**config.mk**
```make
export PLATFORM = sky130hd
export DESIGN_NAME = fse_adapt_ctrl
export DESIGN_NICKNAME = d
export VERILOG_FILES = /design/src/rtl/rx_ctrl_pkg.sv /design/src/rtl/fse_adapt_ctrl_err_mag_window.sv /design/src/rtl/fse_adapt_ctrl.sv
export SDC_FILE = /design/constraint.sdc
export NUM_CORES = 1
export LEC_CHECK = 0
export ABC_AREA = 1
export BUFFER_PORTS_ARGS = -buffer_cell sky130_fd_sc_hd__buf_2
export CAP_MARGIN = 20
export CORE_MARGIN = 8
export CORE_UTILIZATION = 60
export DETAILED_ROUTE_END_ITERATION = 10
export PLACE_DENSITY = 0.84
export RECOVER_POWER = 100
export SYNTH_ARGS = -nofsm -noshare
export SYNTH_HDL_FRONTEND = slang
export SYNTH_SLANG_ARGS = --single-unit
export TNS_END_PERCENT = 20
```
**constraint.sdc**
```tcl
create_clock -name clk -period 3.3 [get_ports clk]
set_input_delay 0.165 -clock clk [delete_from_list [all_inputs] [get_ports clk]]
set_output_delay 0.165 -clock clk [all_outputs]
set_load 0.02 [all_outputs]
```
**src/rtl/rx_ctrl_pkg.sv**
```systemverilog
// Shared receiver-control definitions: sequencer state encodings and the
// slicer-error magnitude width helper.
package rx_ctrl_pkg;

  typedef enum logic [2:0] {
    ST_IDLE   = 3'd0,
    ST_FLUSH  = 3'd1,
    ST_ACQ    = 3'd2,
    ST_TRACK  = 3'd3,
    ST_FREEZE = 3'd4
  } fse_state_e;

  // |eI|+|eQ| needs one bit more than a single error sample.
  localparam int unsigned MAG_GROWTH = 1;

  function automatic int unsigned mag_width(input int unsigned nbt_err);
    return nbt_err + MAG_GROWTH;
  endfunction

endpackage

```
**src/rtl/fse_adapt_ctrl_err_mag_window.sv**
```systemverilog
// Windowed |eI|+|eQ| detector: saturating abs, per-window accumulator and
// threshold compare; done/good/bad are single-cycle pulses on the closing strobe.
module err_mag_window #(
  parameter int unsigned NBT_ERR    = 12,
  parameter int unsigned LOG2_WIN   = 8,
  parameter logic [11:0] LOCK_THR   = 12'd96,
  parameter logic [11:0] UNLOCK_THR = 12'd160
) (
  input  logic                      clk,
  input  logic                      i_reset,
  input  logic                      i_clear,
  input  logic                      i_run,
  input  logic                      i_sym_valid,
  input  logic signed [NBT_ERR-1:0] i_err_I,
  input  logic signed [NBT_ERR-1:0] i_err_Q,
  output logic                      o_win_done,
  output logic                      o_win_good,
  output logic                      o_win_bad
);
  import rx_ctrl_pkg::*;

  localparam int unsigned MW = mag_width(NBT_ERR);
  localparam int unsigned AW = MW + LOG2_WIN;
  localparam logic [AW-1:0] LOCK_LIM   = AW'(LOCK_THR) << LOG2_WIN;
  localparam logic [AW-1:0] UNLOCK_LIM = AW'(UNLOCK_THR) << LOG2_WIN;
  localparam logic [NBT_ERR-1:0] SMIN = {1'b1, {(NBT_ERR-1){1'b0}}};
  localparam logic [NBT_ERR-1:0] SMAX = {1'b0, {(NBT_ERR-1){1'b1}}};

  function automatic logic [NBT_ERR-1:0] sat_abs(input logic signed [NBT_ERR-1:0] e);
    if ($unsigned(e) == SMIN) return SMAX;
    else if (e[NBT_ERR-1])    return $unsigned(-e);
    else                      return $unsigned(e);
  endfunction

  logic [AW-1:0]       r_acc;
  logic [LOG2_WIN-1:0] r_cnt;
  logic [MW-1:0]       w_mag;
  logic [AW-1:0]       w_acc_sum;
  logic                w_step;
  logic                w_last;

  assign w_mag     = MW'(sat_abs(i_err_I)) + MW'(sat_abs(i_err_Q));
  assign w_step    = i_run & i_sym_valid;
  assign w_last    = (r_cnt == '1);
  assign w_acc_sum = r_acc + AW'(w_mag);

  // The closing strobe's magnitude is part of the evaluated window.
  assign o_win_done = w_step & w_last;
  assign o_win_good = o_win_done & (w_acc_sum <= LOCK_LIM);
  assign o_win_bad  = o_win_done & (w_acc_sum > UNLOCK_LIM);

  always_ff @(posedge clk or posedge i_reset) begin
    if (i_reset) begin
      r_acc <= '0;
      r_cnt <= '0;
    end else if (i_clear) begin
      r_acc <= '0;
      r_cnt <= '0;
    end else if (w_step) begin
      r_acc <= w_last ? '0 : w_acc_sum;
      r_cnt <= r_cnt + 1'b1;
    end
  end

endmodule

```
**src/rtl/fse_adapt_ctrl.sv**
```systemverilog
// FSE/LMS adaptation sequencer: flush, large-step acquisition, small-step
// tracking with windowed lock detection, and freeze/restart handling.
module fse_adapt_ctrl #(
  parameter int unsigned NBT_ERR      = 12,
  parameter int unsigned NBT_LMS_STEP = 12,
  parameter int unsigned NBT_LMS_LEAK = 11,
  parameter logic signed [NBT_LMS_STEP-1:0] STEP_ACQ = 12'sh010,
  parameter logic signed [NBT_LMS_STEP-1:0] STEP_TRK = 12'sh001,
  parameter logic signed [NBT_LMS_LEAK-1:0] LMS_LEAK = 11'sh001,
  parameter int unsigned FLUSH_CYC    = 22,
  parameter int unsigned ACQ_SYMS     = 4096,
  parameter int unsigned LOG2_WIN     = 8,
  parameter logic [11:0] LOCK_THR     = 12'd96,
  parameter logic [11:0] UNLOCK_THR   = 12'd160,
  parameter int unsigned LOSS_WINDOWS = 2
) (
  input  logic                           clk,
  input  logic                           i_reset,
  input  logic                           i_start,
  input  logic                           i_freeze,
  input  logic                           i_sym_valid,
  input  logic signed [NBT_ERR-1:0]      i_err_I,
  input  logic signed [NBT_ERR-1:0]      i_err_Q,
  output logic                           o_flush,
  output logic                           o_lms_en,
  output logic signed [NBT_LMS_STEP-1:0] o_lms_step,
  output logic signed [NBT_LMS_LEAK-1:0] o_lms_leak,
  output logic                           o_locked,
  output logic [2:0]                     o_state
);
  import rx_ctrl_pkg::*;

  localparam int unsigned FCW = $clog2(FLUSH_CYC + 1);
  localparam int unsigned ACW = $clog2(ACQ_SYMS + 1);
  localparam int unsigned MSW = $clog2(LOSS_WINDOWS + 1);

  typedef struct packed {
    logic                           en;
    logic signed [NBT_LMS_STEP-1:0] step;
    logic signed [NBT_LMS_LEAK-1:0] leak;
  } adapt_t;

  function automatic adapt_t adapt_for(input fse_state_e s);
    adapt_t a;
    a = '0;
    if (s == ST_ACQ)        a = '{en: 1'b1, step: STEP_ACQ, leak: LMS_LEAK};
    else if (s == ST_TRACK) a = '{en: 1'b1, step: STEP_TRK, leak: LMS_LEAK};
    return a;
  endfunction

  fse_state_e     r_state;
  fse_state_e     r_ret;
  adapt_t         r_adapt;
  logic           r_flush;
  logic           r_locked;
  logic [FCW-1:0] r_flush_cnt;
  logic [ACW-1:0] r_acq_cnt;
  logic [MSW-1:0] r_miss;

  logic w_run;
  logic w_win_done;
  logic w_win_good;
  logic w_win_bad;

  // Strobes arriving while a freeze or restart takes effect are not counted.
  assign w_run = ((r_state == ST_ACQ) || (r_state == ST_TRACK)) && !i_freeze && !i_start;

  err_mag_window #(
    .NBT_ERR    (NBT_ERR),
    .LOG2_WIN   (LOG2_WIN),
    .LOCK_THR   (LOCK_THR),
    .UNLOCK_THR (UNLOCK_THR)
  ) u_win (
    .clk         (clk),
    .i_reset     (i_reset),
    .i_clear     (i_start),
    .i_run       (w_run),
    .i_sym_valid (i_sym_valid),
    .i_err_I     (i_err_I),
    .i_err_Q     (i_err_Q),
    .o_win_done  (w_win_done),
    .o_win_good  (w_win_good),
    .o_win_bad   (w_win_bad)
  );

  always_ff @(posedge clk or posedge i_reset) begin
    if (i_reset) begin
      r_state     <= ST_IDLE;
      r_ret       <= ST_IDLE;
      r_adapt     <= '0;
      r_flush     <= 1'b0;
      r_locked    <= 1'b0;
      r_flush_cnt <= '0;
      r_acq_cnt   <= '0;
      r_miss      <= '0;
    end else if (i_start) begin
      r_state     <= ST_FLUSH;
      r_ret       <= ST_IDLE;
      r_adapt     <= adapt_for(ST_FLUSH);
      r_flush     <= 1'b1;
      r_locked    <= 1'b0;
      r_flush_cnt <= '0;
      r_acq_cnt   <= '0;
      r_miss      <= '0;
    end else begin
      case (r_state)
        ST_IDLE: ;
        ST_FLUSH: begin
          if (r_flush_cnt == FCW'(FLUSH_CYC - 1)) begin
            r_state     <= ST_ACQ;
            r_adapt     <= adapt_for(ST_ACQ);
            r_flush     <= 1'b0;
            r_flush_cnt <= '0;
          end else begin
            r_flush_cnt <= r_flush_cnt + 1'b1;
          end
        end
        ST_ACQ, ST_TRACK: begin
          if (i_freeze) begin
            r_ret   <= r_state;
            r_state <= ST_FREEZE;
            r_adapt <= adapt_for(ST_FREEZE);
          end else if (r_state == ST_ACQ) begin
            if (i_sym_valid) begin
              if (r_acq_cnt == ACW'(ACQ_SYMS - 1)) begin
                r_state   <= ST_TRACK;
                r_adapt   <= adapt_for(ST_TRACK);
                r_acq_cnt <= '0;
              end else begin
                r_acq_cnt <= r_acq_cnt + 1'b1;
              end
            end
          end else if (w_win_done) begin
            // Loss is taken on the bad window that would bring misses to LOSS_WINDOWS.
            if (!r_locked) begin
              if (w_win_good) begin
                r_locked <= 1'b1;
                r_miss   <= '0;
              end
            end else if (w_win_bad) begin
              if (r_miss == MSW'(LOSS_WINDOWS - 1)) begin
                r_locked  <= 1'b0;
                r_miss    <= '0;
                r_state   <= ST_ACQ;
                r_adapt   <= adapt_for(ST_ACQ);
                r_acq_cnt <= '0;
              end else begin
                r_miss <= r_miss + 1'b1;
              end
            end else begin
              r_miss <= '0;
            end
          end
        end
        ST_FREEZE: begin
          if (!i_freeze) begin
            r_state <= r_ret;
            r_adapt <= adapt_for(r_ret);
          end
        end
        default: begin
          r_state <= ST_IDLE;
          r_adapt <= '0;
        end
      endcase
    end
  end

  assign o_state    = r_state;
  assign o_flush    = r_flush;
  assign o_locked   = r_locked;
  assign o_lms_en   = r_adapt.en;
  assign o_lms_step = r_adapt.step;
  assign o_lms_leak = r_adapt.leak;

endmodule

```
* Yosys cells after proc, flatten, opt, wreduce, memory -nomap -nowiden
Index checks and enable logic that the tools add are counted.
** Word-level totals
- Bits of input ports :: 29
- Output and inout port bits :: 29
- Logic and storage cells :: 144
- Register bits :: 81
** Cells by class
- Eq/ne operators :: 24
- Add/subtract/negate cells :: 8
- Mux-type cells :: 71
- Reductions and logical operators :: 23
- Magnitude comparators :: 2
- Bitwise operators :: 4
** Operators with widths (number)
- 24-bit 2-to-1 mux :: 13
- 13-bit 2-to-1 mux :: 10
- 24-bit case mux with 4 select lines :: 1
- 21-bit 2-to-1 mux :: 3
- 12-bit 2-to-1 mux :: 4
- 3-bit 2-to-1 mux :: 13
- 12-bit equality test (second input constant) :: 2
- 12-bit negator :: 2
- 21-bit by 13-bit adder with 21-bit output :: 1
- 21-bit by 16-bit > comparator with 1-bit output (second input constant) :: 1
- 21-bit by 15-bit less-or-equal comparator with 1-bit output (second input constant) :: 1
- 5-bit != test (second input constant) :: 4
- 2-bit 2-to-1 mux :: 9
- 8-bit 2-to-1 mux :: 2
- 5-bit 2-to-1 mux :: 3
- 3-bit nonzero test :: 5
- 12-bit by 12-bit adder with 13-bit output :: 1
- 13-bit by 1-bit adder with 13-bit output (second input constant) :: 1
- 13-bit by 12-bit equality test with 1-bit output (second input constant) :: 1
- 3-bit by 2-bit equality test with 1-bit output (second input constant) :: 4
- 1-bit 2-to-1 mux :: 12
- 3-bit case mux with 4 select lines :: 1
- 5-bit by 4-bit != test with 1-bit output (second input constant) :: 2
- 2-bit nonzero test :: 5
- 22 further kinds :: 31

* Longest topological paths before layout
Gate-level depths: netlist of the first run.
- Word-level depth :: 14
- Mapped depth :: 36
- Depth with buffers taken out :: 35

* Cells and area by module
A second synthesis of the first run with hierarchy kept.
** Unflattened totals
- Cell total of the unflattened synthesis :: 773
- Area, all modules :: 5272.6 um^2
** By module, submodules not included
- err_mag_window :: times used 1, area an instance 3156.8 um^2, sequential area each 725.7 um^2, cells each 485
- fse_adapt_ctrl :: times used 1, area an instance 2115.8 um^2, sequential area each 775.7 um^2, cells each 288

* Least setup slack after synthesis of the first run
No wires, ideal clock.
- Path type :: input to register
- Start point :: in i_err_Q[0]
- End point :: reg r_acq_cnt[6]
- Library setup time :: 0.117 ns
- Buffers on the path :: 1
- Data required time :: 3.183 ns
- Setup slack :: -0.789 ns
- Arrival time :: 3.971 ns
- Stages :: 32
- Path through :: inv_1 ha_1 inv_1 nor2_1 inv_1 nor3_1 inv_1 nor2_1 nand3b_1 nor2_1 inv_1 o211ai_1 fa_1 ha_1 fa_1 nand3_1 nand2_1 nand2_1 nand2_2 a21oi_1 inv_1 nand2_1 nand2_1 nor2_1 nand2_1 nand3_2 nand2_2 nand3_4 nand3_4 buf_12 nand2_1 nand2_1
** Between the ends
- Longest elaborated chain between the ends :: 9
- Elaborated cells on any way between the ends :: 10
- Classes of those cells :: add/sub: 3; order compare: 1; eq/ne: 1; mux: 2; bitwise: 1; reduce/logical: 2
** RTL lines
- from (decl) :: RTL line fse_adapt_ctrl.sv:23 : input logic signed [NBT_ERR-1:0] i_err_Q,
- 12-bit negator :: RTL line fse_adapt_ctrl_err_mag_window.sv:31 : else if (e[NBT_ERR-1]) return $unsigned(-e);
- 12-bit 2-to-1 mux :: RTL line fse_adapt_ctrl_err_mag_window.sv:31
- 12-bit 2-to-1 mux * :: RTL line fse_adapt_ctrl_err_mag_window.sv:30 : if ($unsigned(e) == SMIN) return SMAX;
- 12-bit by 12-bit adder with 13-bit output * :: RTL line fse_adapt_ctrl_err_mag_window.sv:42 : assign w_mag = MW'(sat_abs(i_err_I)) + MW'(sat_abs(i_err_Q));
- 21-bit by 13-bit adder with 21-bit output * :: RTL line fse_adapt_ctrl_err_mag_window.sv:45 : assign w_acc_sum = r_acc + AW'(w_mag);
- 21-bit by 16-bit > comparator with 1-bit output * :: RTL line fse_adapt_ctrl_err_mag_window.sv:50 : assign o_win_bad = o_win_done & (w_acc_sum > UNLOCK_LIM);
- 1-bit AND * :: RTL line fse_adapt_ctrl_err_mag_window.sv:50
- 3-bit nonzero test (no line) *
- 7-bit AND reduction (no line) *
- to (signal assigned) :: RTL line fse_adapt_ctrl.sv:130 : r_acq_cnt <= r_acq_cnt + 1'b1;
- to (decl) :: RTL line fse_adapt_ctrl.sv:57 : logic [ACW-1:0] r_acq_cnt;
Every way passes the cells marked *; elsewhere a longest branch is shown, timed or not.
A chain may end at the register's enable or synchronous reset.

* Worst setup path in the final report of the first run
- Start point :: in i_err_Q[3]
- End point :: reg r_adapt, in the netlist o_lms_leak[0]
** Between the ends
- Longest elaborated chain between the ends :: 9
- Elaborated cells on any way between the ends :: 10
- Classes of those cells :: add/sub: 3; order compare: 1; eq/ne: 2; mux: 2; bitwise: 1; reduce/logical: 1
** RTL lines
- 12-bit negator :: RTL line fse_adapt_ctrl_err_mag_window.sv:31
- 12-bit 2-to-1 mux :: RTL line fse_adapt_ctrl_err_mag_window.sv:31
- 12-bit 2-to-1 mux * :: RTL line fse_adapt_ctrl_err_mag_window.sv:30
- 12-bit by 12-bit adder with 13-bit output * :: RTL line fse_adapt_ctrl_err_mag_window.sv:42
- 21-bit by 13-bit adder with 21-bit output * :: RTL line fse_adapt_ctrl_err_mag_window.sv:45
- 21-bit by 16-bit > comparator with 1-bit output * :: RTL line fse_adapt_ctrl_err_mag_window.sv:50
- 1-bit AND * :: RTL line fse_adapt_ctrl_err_mag_window.sv:50
- 5-bit by 4-bit != test with 1-bit output (no line) *
- 9-bit AND reduction (no line) *
- to (signal assigned) :: RTL line fse_adapt_ctrl.sv:99 : r_adapt <= adapt_for(ST_FLUSH);
- to (signal assigned) :: RTL line fse_adapt_ctrl.sv:111 : r_adapt <= adapt_for(ST_ACQ);
- to (signal assigned) :: RTL line fse_adapt_ctrl.sv:122 : r_adapt <= adapt_for(ST_FREEZE);
- to (decl) :: RTL line fse_adapt_ctrl.sv:53 : adapt_t r_adapt;
Marks and branches as above.

==> flow_summary.toml, run 1 <==
[outcome]
outcome = "finished, violations left"
violations = "max-capacitance violations, max-slew violations, negative setup slack"

[die]
dieArea_um2 = 12240
num_rows = 34
die-width_um = 110.6
core_area_um2 = 8721
fp.dieH_um = 110.6
start_util_pct = 61.62
ioPinCount = 58

[critical_path]
critPathTopFamily = "simple AND/OR/NAND/NOR gates"
cp.required_ns = 3.54
crit_arrival_ns = 4.45
rrSetupSlack_ns = -0.29
critPathLaunchType = "input pin"
worstPathMaxFanout = 7
endpoint_kind = "flip-flop"
cp_num_buf_inv = 9
cp_slowest_cell = "fa_1"
crit_path_frequent_cell = "nand2_1"
crit_type = "in -> reg"
critPathMaxStageDelay_ns = 0.54

[timing]
whs_ns = 0.2471
worst_slew_pin_slew_ns = 1.500
relSlewSlack_pct = -0.09352
slew_viol_final = 28
hold_violations = 0
finalCritPeriodShare_pct = 127.6
skew_ns = 0.009430
finalWorstSetupSlack_ns = -0.9108
finalCriticalPeriod_ns = 4.211
setup_viol = 31
timing.fmax_ghz = 0.2375
grt_setup_unrepaired = "true"

[power]
peakVddDrop_v = 0.0003024
powerDensity_nw_per_um2 = 442.1
p_clk_share_pct = 21.3
p_comb_share_pct = 51.2
power.switching_mw = 1.394
sw_frac_of_total_pct = 43.85
total_power_mw = 3.179
leakage_nw = 3.610
p_int_mw = 1.785
p_seq_share_pct = 27.5

[grt]
grt_max_degree = 41
antenna_found_initial = 0
grt_pass1_wl_um = 27050
grt.total_usage_pct = 25.93
gr-total-overflow = 0
grt_pass1_vias = 5729

[route]
drc_errors = 0
drtPass1Iterations = 6
routed_wl_um = 20560
ant_nets = 0
routedWlPerCell_um = 19.79
vias_per_cell = 6.354
vias = 6602
drtIter0Drc = 1068

[layout]
final_area_um2 = 7191
layout.nets = 988
final_layout_size_suffix_gt1_share_pct = 31.79
area_growth_pct = 33.81
antennaDiodeCount = 0

[run]
drv_cap = 1

[logic_synthesis]
async_flop_share_pct = 100.0
synth_area_um2 = 5374
synth_edf_count = 0
synth_area_per_cell_um2 = 6.907
syn_inst = 778
ys_warn_count = 0
ys.flop_type = "dfrtp_1"
synth_seq_area_share_pct = 27.94
yosysUniqueCellTypes = 49
ys_ff_latch = 60

[clock_network]
path_clk_slew_ns = 0.07
clkSinkCount = 60
clkLatencyLatePin_ns = 0.35
root_buffer = "clkbuf_8"
clock_path_buffers = 2
cts_tree = "done"
numCtsBuffers = 9
htree_levels = 3
ctsHoldBuffers = 0

[placement]
dpl_cell_area_um2 = 6215
dp_hpwl_um = 10800
routabilityCongestion = 0.9788
port_buffers = 37
pre_cts_slack_ns = -1.222

[min_path]
hp-class = "in -> async"
placed cells by master (no fill, tap or decap), drive strengths merged, types with 20 or more instances in the layout:
| master | n |
|---|---|
| buf | 145 |
| conb | 20 |
| nor2 | 70 |
| nand2 | 193 |
| o21ai | 27 |
| nor3 | 31 |
| xor2 | 20 |
| dfrtp | 60 |
| clkbuf | 22 |
| inv | 141 |
| nand3 | 51 |
| nand4 | 30 |
| a21oi | 29 |
metal layers:
| metal | part of all wire [%] | vias up | global-route usage, % |
|---|---|---|---|
| li1 | - | 2776 | - |
| met1 | 35 | 2966 | 31.05 |
| met2 | 46 | 631 | 43.24 |
| met3 | 11 | 229 | 5.952 |
| met4 | 8.7 | 0 | 11.71 |
| met5 | 0 | - | 0 |
cell families (layout without fill, tap and decap cells):
kind of cell	Yosys count	count (layout)	share of synthesized area, %
XOR/XNOR	26	26	4.377
buffers and inverters	179	311	14.85
adder cells (fa/ha/maj)	31	31	9.034
flip-flops	60	60	27.94
AND/OR/NAND/NOR	389	391	33.48
other	1	20	0.06978
AO/OA/AOI/OAI	92	92	10.24
final cells by class:
| type | count | area [um^2] |
|---|---|---|
| clock buffer | 12 | 155.1 |
| clock inverter | 2 | 35.03 |
| fill | 457 | 1530 |
| inverter | 142 | 565.5 |
| multi-input combinational | 560 | 3681 |
| sequential | 60 | 1501 |
| tap | 108 | 135.1 |
| timing repair buffer | 155 | 1117 |
per-stage QoR:
stage,utilization [%],instances,setup TNS (ns)
after floorplan,-,797,-7.927
after global placement,71.26,989,-25.09
after detailed placement,71.26,989,-30.12
after CTS,77.32,1028,-12.17
after global routing,82.45,1039,-37.45
final,82.45,1039,-19.56
power by group through the flow:
stage	Combinational, mW	Clock, mW	Sequential, mW
after CTS	1.31	0.659	0.866
final	1.63	0.678	0.873
after floorplan	0.814	0	0.894
after global routing	1.73	0.706	0.878
after global placement	1.18	0	0.876
after detailed placement	1.23	0	0.878
synth_stat cells, types with 3 or more instances:
library cell,n,area (um^2)
o21a_1,3,22.52
xor2_1,19,166.4
nand3b_1,4,30.03
inv_1,135,506.7
nor3_1,29,145.1
nand2_1,179,671.9
nor2_1,65,244.0
fa_1,13,260.3
a21oi_1,28,140.1
nor2_2,3,18.77
nand3_2,4,40.04
ha_1,18,225.2
xnor2_1,6,52.55
buf_4,21,157.7
clkbuf_1,10,37.54
nor4_1,8,50.05
nand3_1,43,215.2
nand2_2,14,87.58
o21ai_0,27,135.1
dfrtp_1,60,1501
a32o_1,3,30.03
nand4_1,30,187.7
o211ai_1,3,22.52
o22ai_1,17,106.4
inv_2,7,26.28
path summary, 6_finish.rpt:
check	startpoint	to	depth (start not counted)
worst max-delay path	i_err_Q[3]	o_lms_leak[0]$_DFFE_PP0P_	35
worst min-delay path	i_reset	r_acq_cnt[4]$_DFFE_PP0P_	2
worst max register to register	u_win.r_acc[10]$_DFFE_PP0P_	o_lms_leak[0]$_DFFE_PP0P_	21
worst min register to register	o_lms_step[4]$_DFFE_PP0P_	o_lms_step[4]$_DFFE_PP0P_	2
max in group asynchronous	i_reset	u_win.r_acc[0]$_DFFE_PP0P_	3
min in group clk	i_freeze	o_state[2]$_DFFE_PP0P_	3
flip-flops by register name, summed over array words and instances, names as in the netlist:
signal and flops:
u_win.r_cnt 8, r_flush_cnt 5, r_miss 2, o_lms_step 2, o_locked 1, r_acq_cnt 13, o_lms_leak 1, o_flush 1
r_ret 3, o_state 3, u_win.r_acc 21
repair_timing:
| action | CTS | global route |
|---|---|---|
| pin swaps | 6 | 32 |
| gates resized for setup | 33 | 94 |
| gates cloned | 2 | 0 |
| setup endpoints to repair | 31 | 38 |
| setup buffers | 23 | 10 |
| hold endpoints to repair | 0 | 0 |
(Power assumes the default switching activity.)
==> run 2: changes to the inputs <==
CORE_UTILIZATION = 50   (was 60)
CTS_BUF_LIST = sky130_fd_sc_hd__clkbuf_4 sky130_fd_sc_hd__clkbuf_8   (was not set)
PLACE_DENSITY = 0.73   (was 0.84)
==> flow_summary.toml, run 2 (same netlist as run 1, synthesis figures left out) <==
[outcome]
outcome = "finished, violations left"
violations = "negative setup slack"

[timing]
skew_ns = 0.004938
finalCritPeriodShare_pct = 121.3
finalWorstSetupSlack_ns = -0.7037
slew_viol_final = 0
timing.fmax_ghz = 0.2498
relSlewSlack_pct = 25.79
finalCriticalPeriod_ns = 4.004
grt_setup_unrepaired = "true"
hold_violations = 0
worst_slew_pin_slew_ns = 1.112
setup_viol = 24

[placement]
routabilityCongestion = 0.9284
port_buffers = 37
dpl_cell_area_um2 = 6285
dp_hpwl_um = 10930

[critical_path]
cp.required_ns = 3.58
cp_num_buf_inv = 7
endpoint_kind = "flip-flop"
crit_arrival_ns = 4.29
critPathMaxStageDelay_ns = 0.48
worstPathMaxFanout = 8
crit_path_frequent_cell = "nand2_2"
crit_type = "in -> reg"
cp_slowest_cell = "fa_1"
critPathTopFamily = "simple AND/OR/NAND/NOR gates"
critPathLaunchType = "input pin"

[die]
num_rows = 38
ioPinCount = 58
die-width_um = 119.7
core_area_um2 = 10650
dieArea_um2 = 14320
fp.dieH_um = 119.7
start_util_pct = 50.46

[clock_network]
numCtsBuffers = 9
cts_tree = "done"
clkLatencyLatePin_ns = 0.34
clock_path_buffers = 2
clkSinkCount = 60
root_buffer = "clkbuf_8"
path_clk_slew_ns = 0.07
htree_levels = 3

[layout]
area_growth_pct = 32.97
final_layout_size_suffix_gt1_share_pct = 31.34
largest_reg_flops = 21
final_common_cell = "nand2_1"
final_core_util_pct = 67.09
antennaDiodeCount = 0
most-common-layout-cells = "145 x nand2_1, 124 x inv_1, 118 x buf_4, 60 x dfrtp_1, 57 x nor2_1"
layout.nets = 990
final_area_um2 = 7146
top_regs = "u_win.r_acc: 21 flops, r_acq_cnt: 13 flops, u_win.r_cnt: 8 flops"
top_register = "u_win.r_acc"

[route]
vias_per_cell = 5.456
drtIter0Drc = 479
ant_nets = 0
routedWlPerCell_um = 14.89
drc_errors = 0
routed_wl_um = 16000
drtPass1Iterations = 5
vias = 5865

[power]
powerDensity_nw_per_um2 = 436.3
peakVddDrop_v = 0.0002506
leakage_nw = 3.603

[grt]
grt_pass1_wl_um = 25070
grt_pass1_vias = 5481
gr-total-overflow = 0
grt.total_usage_pct = 20.83
grt_max_degree = 33
antenna_found_initial = 0

[run]
drv_cap = 0

[min_path]
hp-class = "in -> reg"
## run 2: cell count changes in the layout (fill, tap and decap cells not counted), sizes merged
cell         delta
buf             +1
bufinv          +1
inv             +1
dlygate4sd3     +1
## run 2: cell type report
| class | instances | area (um^2) |
|---|---|---|
| tap | 140 | 175.2 |
| clock inverter | 4 | 70.07 |
| sequential | 60 | 1501 |
| clock buffer | 12 | 165.2 |
| fill | 868 | 3505 |
| inverter | 142 | 555.5 |
| multi-input combinational | 560 | 3591 |
| timing repair buffer | 157 | 1087 |
## run 2: final timing paths
path | start | to | slack, ns | cells after the start
max in group asynchronous | i_reset | o_lms_step[0]$_DFFE_PP0P_ | 1.30 | 4
worst min register to register | o_lms_step[4]$_DFFE_PP0P_ | o_lms_step[4]$_DFFE_PP0P_ | 0.48 | 2
worst max register to register | u_win.r_acc[10]$_DFFE_PP0P_ | r_acq_cnt[4]$_DFFE_PP0P_ | 0.11 | 19
min in group asynchronous | i_reset | r_acq_cnt[2]$_DFFE_PP0P_ | 0.64 | 3
worst max-delay path | i_err_I[0] | r_acq_cnt[3]$_DFFE_PP0P_ | -0.70 | 33
worst min-delay path | i_freeze | o_state[2]$_DFFE_PP0P_ | 0.25 | 3
## run 2: routing by layer
layer  track usage [%]  part of all wire, %  routed length, um  vias to the layer above
met3             4.415                  6.0                953                       61
met1             26.43                   41               6531                     2776
met4             9.290                  3.6                575                        0
met2             33.53                   50               7943                      244
met5                 0                    0                  0                        -
li1                  -                    -                  -                     2784
## run 2: per-stage QoR
stage	TNS (ns)	hold WS, ns	total power [mW]	cells	worst slack (ns)
6_report	-14.31	0.2450	3.118	1075	-0.7037
5_1_grt	-20.01	0.2437	3.311	1075	-0.9309
4_1_cts	-10.98	0.2370	2.943	1065	-0.5292
3_5_place_dp	-29.02	0.2727	2.111	1025	-1.184
3_3_place_gp	-25.98	0.2592	2.066	1025	-1.059
2_1_floorplan	-7.927	0.3697	1.708	797	-0.4384
## run 2: power breakdown
part           total, mW  switching, mW  internal [mW]
registers          0.875         0.0761          0.799
logic               1.47          0.862          0.605
clock network      0.776          0.292          0.484
## run 2: repair_timing
action | 4_1_cts | 5_1_grt
hold endpoints to repair | 28 | 0
setup endpoints to repair | 30 | 35
hold buffers | 1 | 0
pin swaps | 4 | 19
gates resized for setup | 23 | 68
cloned | 2 | 0
setup buffers | 21 | 9
## run 2: worst register-to-register path, delay by kind of cell, from the launching register on
kind | cells | cell delay, ns
simple gates | 10 | 1.02
flops | 1 | 0.33
buf+inv | 4 | 0.34
fa+ha+maj | 2 | 0.90
compound gates | 3 | 0.48
==> run 3: changes to the inputs <==
REMOVE_ABC_BUFFERS = 1   (was not set)
==> flow_summary.toml, run 3 (same netlist as run 1, synthesis figures left out) <==
[die]
start_util_pct = 50.46
core_area_um2 = 10650
ioPinCount = 58
dieArea_um2 = 14320
fp.dieH_um = 119.7
num_rows = 38
die-width_um = 119.7

[outcome]
violations = "negative setup slack"
outcome = "finished, violations left"

[grt]
grt.total_usage_pct = 20.99
grt_pass1_wl_um = 25480
antenna_found_initial = 0
gr-total-overflow = 0
grt_pass1_vias = 5638
grt_max_degree = 38

[timing]
setup_viol = 25
hold_violations = 0
finalCritPeriodShare_pct = 123.3
relSlewSlack_pct = 4.205
finalCriticalPeriod_ns = 4.070
skew_ns = 0.007084
slew_viol_final = 0
grt_setup_unrepaired = "true"
timing.fmax_ghz = 0.2457
whs_ns = 0.2337
finalWorstSetupSlack_ns = -0.7698
setup_tns_ns = -15.51
worst_slew_pin_slew_ns = 1.435

[run]
drv_cap = 0

[critical_path]
crit_path_frequent_cell = "nand2_2"
endpoint_kind = "flip-flop"
crit_type = "in -> reg"
critPathMaxStageDelay_ns = 0.49
cp.required_ns = 3.53
critPathTopFamily = "simple AND/OR/NAND/NOR gates"
crit_arrival_ns = 4.30
worstPathMaxFanout = 4
rrSetupSlack_ns = 0.04
critPathLaunchType = "input pin"
cp_slowest_cell = "fa_1"
cp_num_buf_inv = 11

[layout]
layout.nets = 1003
most-common-layout-cells = "154 x nand2_1, 125 x buf_4, 124 x inv_1, 60 x dfrtp_1, 56 x nor2_1"
antennaDiodeCount = 0
final_layout_size_suffix_gt1_share_pct = 31.65
largest_reg_flops = 21
area_growth_pct = 36.23
final_cells = 1088
top_register = "u_win.r_acc"
final_common_cell = "nand2_1"
top_regs = "u_win.r_acc: 21 flops, r_acq_cnt: 13 flops, u_win.r_cnt: 8 flops"

[placement]
pre_cts_slack_ns = -1.289
dp_hpwl_um = 10190
dp.cells = 1031
port_buffers = 37
routabilityCongestion = 0.8639

[power]
peakVddDrop_v = 0.0003261
total_power_mw = 3.141
powerDensity_nw_per_um2 = 429.0
leakage_nw = 3.693

[clock_network]
cts_tree = "done"
path_clk_slew_ns = 0.07
clkSinkCount = 60
htree_levels = 3
clkLatencyLatePin_ns = 0.35
root_buffer = "clkbuf_8"
clock_path_buffers = 2
numCtsBuffers = 9

[min_path]
hp-class = "in -> async"

[route]
wl_met1_um = 6913
drtIter0Drc = 474
drc_errors = 0
routed_wl_um = 15600
vias = 5692
wl_met3_um = 747
vias_per_cell = 5.232
drtPass1Iterations = 5
dr.max_layer_used = "met4"
routedWlPerCell_um = 14.34
wl_met2_um = 7627
ant_nets = 0
==> run 3: cell types whose count changed in the layout (fill, tap and decap cells not counted), moves of 3 or more <==
cell / before / now
nand3_4: 4 / 7
buf_4: 118 / 125
buf_6: 2 / 9
nand2_2: 45 / 33
nand2_1: 145 / 154
o21ai_1: 4 / 1
==> run 3: report_power, final <==
part / internal, mW / switching (mW) / leakage (nW)
combinational: 0.611 / 0.882 / 2.75
sequential: 0.799 / 0.0675 / 0.821
clock: 0.484 / 0.297 / 0.122
total: 1.89 / 1.25 / 3.69
==> run 3: metrics by stage <==
step                cell area [um^2]  utilization, %
finish                          7321           68.74
global route                    7321           68.74
CTS                             7041           66.11
detailed placement              6246           58.65
global placement                6246           58.65
floorplan                       5180               -
==> run 3: area by class of cell <==
class	count	area (um^2)
multi-input cells	560	3645
fillers	811	3329
flip-flops and latches	60	1501
repair buffers	170	1216
inverters	142	548.0
well taps	140	175.2
clock buffers	12	165.2
clock inverters	4	70.07
==> run 3: worst paths after layout <==
check,start,end,cells after the start
worst max register to register,u_win.r_acc[1]$_DFFE_PP0P_,r_miss[0]$_DFFE_PP0P_,18
max in group asynchronous,i_reset,u_win.r_cnt[4]$_DFFE_PP0P_,3
worst min register to register,o_lms_step[0]$_DFFE_PP0P_,o_lms_step[0]$_DFFE_PP0P_,2
min in group clk,i_freeze,o_state[2]$_DFFE_PP0P_,3
worst min-delay path,i_reset,u_win.r_acc[17]$_DFFE_PP0P_,2
worst max-delay path,i_err_I[0],r_miss[0]$_DFFE_PP0P_,31
==> run 3: timing repair <==
item,4_1_cts,5_1_grt
cloned,2,0
setup endpoints to repair,34,36
hold buffers,0,0
buffers inserted,32,6
hold endpoints to repair,0,0
resized for setup,65,65
pin swaps,21,32
==> run 3: routing by layer <==
layer / global-route usage (%) / vias to the layer above
met2: 35.31 / 207
met4: 7.026 / 0
met3: 3.805 / 36
met5: 0 / -
met1: 26.61 / 2635
li1: - / 2814
